==> config.mk <==
export PLATFORM = sky130hd
export DESIGN_NAME = carry_select_pipe_adder
export DESIGN_NICKNAME = d
export VERILOG_FILES = /design/src/rtl/carry_select_pipe_adder.sv
export SDC_FILE = /design/constraint.sdc
export NUM_CORES = 1
export LEC_CHECK = 0
export ABC_AREA = 1
export CORE_ASPECT_RATIO = 1.4
export CORE_MARGIN = 8
export CORE_UTILIZATION = 59
export CTS_BUF_LIST = sky130_fd_sc_hd__clkbuf_8
export CTS_CLUSTER_DIAMETER = 150
export DETAILED_ROUTE_END_ITERATION = 16
export GPL_TIMING_DRIVEN = 0
export PLACE_DENSITY = 0.9
export SLEW_MARGIN = 20
export SYNTH_ARGS = -nofsm -noshare
export SYNTH_HDL_FRONTEND = slang
export SYNTH_SLANG_ARGS = --single-unit
==> constraint.sdc <==
create_clock -name clk -period 4.8 [get_ports clk]
set_input_delay 0.96 -clock clk [delete_from_list [all_inputs] [get_ports clk]]
set_output_delay 0.96 -clock clk [all_outputs]
set_load 0.01 [all_outputs]
==> src/rtl/carry_select_pipe_adder.sv <==
// Two-stage pipelined carry-select adder/subtractor with ready/valid handshake.
// Optional signed-overflow output is enabled by defining CSA_OVF_EN.
module carry_select_pipe_adder #(
  parameter int unsigned WIDTH = 16,
  parameter int unsigned SEG   = 4
) (
  input  logic             clk,
  input  logic             rst_n,
  input  logic             in_valid,
  output logic             in_ready,
  input  logic [WIDTH-1:0] a_in,
  input  logic [WIDTH-1:0] b_in,
  input  logic             cin_in,
  input  logic             sub_in,
  output logic             out_valid,
  input  logic             out_ready,
  output logic [WIDTH-1:0] s_out,
  output logic             cout_out
`ifdef CSA_OVF_EN
  ,
  output logic             ovf_out
`endif
);

  localparam int unsigned NSEG = (SEG == 0) ? 1 : WIDTH / SEG;
  localparam int unsigned NHI  = (NSEG > 1) ? NSEG - 1 : 1;

  generate
    if (WIDTH < 2 || SEG == 0 || (WIDTH % SEG) != 0) begin : g_bad_cfg
      $error("carry_select_pipe_adder: WIDTH must be >= 2 and a multiple of SEG");
    end
  endgenerate

  logic adv;
  assign adv      = !out_valid || out_ready;
  assign in_ready = adv;

  // Stage 1 inputs: subtract folds into operand inversion plus forced carry in
  logic [WIDTH-1:0]          b_eff;
  logic                      cin_eff;
  logic [NHI-1:0][SEG-1:0]   hi_s0_d, hi_s1_d;
  logic [NHI-1:0]            hi_c0_d, hi_c1_d;

  assign b_eff   = sub_in ? ~b_in : b_in;
  assign cin_eff = sub_in | cin_in;

  // Upper segments precompute both carry-in outcomes
  always_comb begin
    hi_s0_d = '0;
    hi_s1_d = '0;
    hi_c0_d = '0;
    hi_c1_d = '0;
    for (int k = 1; k < int'(NSEG); k++) begin
      {hi_c0_d[k-1], hi_s0_d[k-1]} = (SEG+1)'(a_in[k*SEG +: SEG]) + (SEG+1)'(b_eff[k*SEG +: SEG]);
      {hi_c1_d[k-1], hi_s1_d[k-1]} = (SEG+1)'(a_in[k*SEG +: SEG]) + (SEG+1)'(b_eff[k*SEG +: SEG])
                                     + (SEG+1)'(1);
    end
  end

  logic                      v1_q;
  logic [WIDTH-1:0]          a_q, b_q;
  logic                      cin_q;
  logic [NHI-1:0][SEG-1:0]   hi_s0_q, hi_s1_q;
  logic [NHI-1:0]            hi_c0_q, hi_c1_q;

  always_ff @(posedge clk) begin
    if (!rst_n) begin
      v1_q <= 1'b0;
    end else if (adv) begin
      v1_q <= in_valid;
    end
  end

  // Stage 1 payload carries no reset; it is qualified by v1_q
  always_ff @(posedge clk) begin
    if (adv) begin
      a_q     <= a_in;
      b_q     <= b_eff;
      cin_q   <= cin_eff;
      hi_s0_q <= hi_s0_d;
      hi_s1_q <= hi_s1_d;
      hi_c0_q <= hi_c0_d;
      hi_c1_q <= hi_c1_d;
    end
  end

  // Stage 2: segment 0 ripple, then carry chain selects precomputed segments
  logic [WIDTH-1:0] sum_sel;
  logic             sel_carry;

  always_comb begin
    sum_sel = '0;
    {sel_carry, sum_sel[SEG-1:0]} = (SEG+1)'(a_q[SEG-1:0]) + (SEG+1)'(b_q[SEG-1:0]) + (SEG+1)'(cin_q);
    for (int k = 1; k < int'(NSEG); k++) begin
      sum_sel[k*SEG +: SEG] = sel_carry ? hi_s1_q[k-1] : hi_s0_q[k-1];
      sel_carry             = sel_carry ? hi_c1_q[k-1] : hi_c0_q[k-1];
    end
  end

`ifdef CSA_OVF_EN
  logic ovf_sel;
  assign ovf_sel = (a_q[WIDTH-1] == b_q[WIDTH-1]) && (sum_sel[WIDTH-1] != a_q[WIDTH-1]);
`endif

  always_ff @(posedge clk) begin
    if (!rst_n) begin
      out_valid <= 1'b0;
      s_out     <= '0;
      cout_out  <= 1'b0;
`ifdef CSA_OVF_EN
      ovf_out   <= 1'b0;
`endif
    end else if (adv) begin
      out_valid <= v1_q;
      s_out     <= sum_sel;
      cout_out  <= sel_carry;
`ifdef CSA_OVF_EN
      ovf_out   <= ovf_sel;
`endif
    end
  end

endmodule

---- After elaboration in Yosys (flattened, before gate mapping) ----
Index checks and enable logic that the tools add are counted.
Widths: inputs -> output; s select.
storage, ports and cells
  flip-flop bits (word level) ............. 58
  input bits .............................. 38
  output and inout port bits .............. 19
  logic and storage cells ................. 34
cells by class
  add/sub/neg operators ................... 8
  mux-type cells .......................... 7
  bitwise operators ....................... 2
  reductions and logical operators ........ 2
operators by type and width
  kind                 number
  $add 4x4->5          4
  $mux 16              1
  $not 16->16          1
  $add 5x1->5 const B  3
  $mux 4               3
  $add 5x1->5          1
  $mux 1               3
  $logic_not 1->1      1
  $logic_or 1x1->1     1
  $or 1x1->1           1

---- Longest topological paths before layout ----
  depth after elaboration ................. 5
  depth in mapped cells ................... 13
  depth with buffers taken out ............ 13

---- Worst setup path after synthesis ----
Ideal clock, no wire load.
  kind .................................... input port to flip-flop
  from .................................... input port sub_in
  to ...................................... register hi_c1_q[0], data pin
  arrival time ............................ 2.764 ns
  setup slack ............................. 1.772 ns
  cell stages on the path ................. 12
  buffers on the path ..................... 2
  path through ............................ buf_2 buf_4 xor2_1 ha_1 inv_1 fa_1 inv_1 ha_1 inv_1 nor2_1 nand2_1 xor2_1
RTL lines
  what                    RTL line  RTL
  start: declaration      14        input logic sub_in,
  end signal: assignment  83        hi_c1_q <= hi_c1_d;
  end: declaration        64        logic [NHI-1:0] hi_c0_q, hi_c1_q;

---- Final worst setup path ----
  from .................................... input port out_ready
  to ...................................... output port in_ready
on the way
  word-level cells in the longest chain between the ends .. 1
RTL lines
  what                RTL line  RTL
  start: declaration  16        input logic out_ready,
  $logic_or 1x1->1    35        assign adv = !out_valid || out_ready;
  end: declaration    10        output logic in_ready,
No other way between the ends.

==> flow_metrics.env <==
export IMPL_crit_type="input port to output pin"
export IMPL_hpwl_um=4640
export IMPL_fin_setup_tns_ns=0
export IMPL_cts_root_buf="clkbuf_8"
export IMPL_finalMaxSlewViolations=0
export IMPL_max_freq_mhz=242
export IMPL_whs_ns=0.484
export IMPL_holdPathStages=1
export IMPL_grt_ovfl_total=0
export IMPL_drtIter0Drc=107
export IMPL_rows=31
export IMPL_die_area_um2=7970
export IMPL_ys_seq_area_share_pct=49.2
export IMPL_antenna_cells=0
export IMPL_cts_tree="done"
export IMPL_hold_class="register to register"
export IMPL_final_common_cell="inv_1"
export IMPL_rsz0062_at_grt="false"
export IMPL_gp_congestion=0.795
export IMPL_drc=0
export IMPL_p_per_area_nw_per_um2=408
export IMPL_die_w_um=77.8
export IMPL_worstPathMaxFanout=49
export IMPL_avgRoutedWirePerCell_um=14.0
export IMPL_clk_pin_slew_worst_paths_ns=0.06
export IMPL_io_pins=57
export IMPL_first_pass_iters=4
export IMPL_dr_total_vias=2278
export IMPL_cts_resized=0
export IMPL_routed_via_density=5.13
export IMPL_period_needed_ns=4.13
export IMPL_relSlewSlack_pct=32.3
export IMPL_grt_total_usage_pct=16.8
export IMPL_start_kind="input port"
export IMPL_finClkSkew_ns=0.00799
export IMPL_holdBufCountCts=0
export IMPL_start_util_pct=61.1
export IMPL_synthCells=308
export IMPL_clk_latency_ns=0.34
export IMPL_setup_viol=0
export IMPL_synth_area_per_cell_um2=10.2
export IMPL_syn_cell_area_um2=3150
export IMPL_worst_pin_slew_ns=1.02
export IMPL_synth_distinct_cells=31
export IMPL_vdd_drop_max_uv=223
export IMPL_reg2regPathDepth=13
export IMPL_status="finished, final reports clean"
export IMPL_numPortBuffers=54
export IMPL_drv_cap=0
export IMPL_nets=435
export IMPL_grt_pass1_vias=2381
export IMPL_cp_end_kind="output pin"
export IMPL_yosysTopAreaCellShare_pct=37.1
export IMPL_drive_gt1_share_pct=11.6
export IMPL_finalHoldViolations=0
export IMPL_finalCritPeriodShare_pct=86.1
export IMPL_worstPathRequired_ns=3.84
export IMPL_final_cell_mix="inv_1, clkdlybuf4s50_1, edfxtp_1"
export IMPL_grt_max_degree=50
export IMPL_synth_area_top_cells="edfxtp_1, dfxtp_1, ha_1"
export IMPL_core_um2=5160
export IMPL_grt_pass1_wl_um=10400
export IMPL_htreeDepth=3
export IMPL_ys_ff_latch=58
export IMPL_leakagePower_nw=1.86
export IMPL_setup_slack_ns=0.666
export IMPL_cts_setup_buffers=0
export IMPL_yosysTopAreaCell="edfxtp_1"
export IMPL_clk_path_buf_depth=2
export IMPL_cts_buffers=9
export IMPL_antenna_found_initial=0
export IMPL_finalWirelength_um=6210
export IMPL_synthToLayoutAreaGrowth_pct=25.6
export IMPL_cts_num_sinks=58
export IMPL_fp_dieH_um=102
export IMPL_dp_slack_ns=0.700
export IMPL_cp_arrival_ns=3.17
export IMPL_yosys_warnings=0
export IMPL_synth_nets=370
export IMPL_ant_nets=0
==> critical path, stage by stage <==
cell and delay, ns:
clkdlybuf4s50_1 0.51, nor2_4 0.07, inv_2 0.10, buf_2 0.78, clkdlybuf4s50_1 0.73
==> logic make-up (layout without fill, tap and decap cells) <==
| logic type | after synthesis | after routing | synth area share, % |
|---|---|---|---|
| AND/OR/NAND/NOR | 100 | 100 | 17.4 |
| XOR/XNOR | 28 | 28 | 8.25 |
| flip-flops | 58 | 58 | 49.2 |
| buffers and inverters | 69 | 139 | 8.73 |
| adder cells (fa/ha/maj) | 24 | 24 | 10.7 |
| AO/OA/AOI/OAI | 29 | 29 | 5.67 |
==> state kept, by name (all words and copies together) (netlist names) <==
signal and cells:
hi_s1_q 12, cin_q 1, a_q 4, v1_q 1, hi_s0_q 12, b_q 4
hi_c0_q 3, hi_c1_q 3, cout_out 1, s_out 16, out_valid 1
==> per-stage QoR <==
| step | utilization (%) | instances | cell area [µm²] | power (mW) |
|---|---|---|---|---|
| 3_5_place_dp | 73.2 | 428 | 3780 | 1.20 |
| 2_1_floorplan | - | 308 | 3150 | 1.02 |
| 5_1_grt | 76.8 | 444 | 3960 | 1.71 |
| 6_report | 76.8 | 444 | 3960 | 1.62 |
| 4_1_cts | 76.8 | 444 | 3960 | 1.63 |
| 3_3_place_gp | 73.2 | 428 | 3780 | 1.17 |
==> layout make-up <==
cell class | count | area [µm²]
fillers | 325 | 1200
well taps | 66 | 82.6
inverters | 62 | 233
plain buffers | 7 | 42.5
clock buffers | 9 | 124
repair buffers | 54 | 541
clock inverters | 7 | 61.3
multi-input cells | 181 | 1330
flip-flops and latches | 58 | 1550
==> synthesized netlist by cell type <==
library cell   n
fa_1           5
xor2_2         2
buf_6          1
inv_1         57
xnor2_1        4
nor3_1         3
or2_1          1
buf_4          1
ha_1          19
clkbuf_1       1
xor2_1        22
o211ai_1       8
nand3_2        3
buf_2          4
a31oi_1        3
a21o_1         3
edfxtp_1      39
nor2_2         1
nor2_1        15
inv_2          5
or2_2          2
o21ai_0        9
nand2_4        7
nor2_4         1
nand2_1       33
nand2_2        1
nand3_4        3
a21oi_1        5
dfxtp_1       19
o21a_1         1
nand3_1       30
==> final timing paths <==
path | to | startpoint | slack, ns
max reg2reg | s_out[15]$_SDFFE_PN0P_ | a_q[0]$_DFFE_PP_ | 2.80
min reg2reg | out_valid$_SDFFE_PN0P_ | v1_q$_SDFFE_PN0P_ | 0.48
max | in_ready | out_ready | 0.67
min | out_valid$_SDFFE_PN0P_ | v1_q$_SDFFE_PN0P_ | 0.48
==> metal layers <==
| layer | GRT usage (%) | routed length (µm) | vias to the layer above |
|---|---|---|---|
| met1 | 15.4 | 2250 | 1068 |
| met4 | 12.1 | 212 | 0 |
| met3 | 4.45 | 309 | 18 |
| met2 | 31.3 | 3440 | 62 |
| met5 | 0 | 0 | - |
| li1 | - | - | 1130 |
==> report_power, final <==
part	internal, mW	switching, mW
registers	0.669	0.0479
logic	0.219	0.261
clock network	0.233	0.188
total	1.12	0.497
No activity file was read; power rests on OpenSTA's default activity.
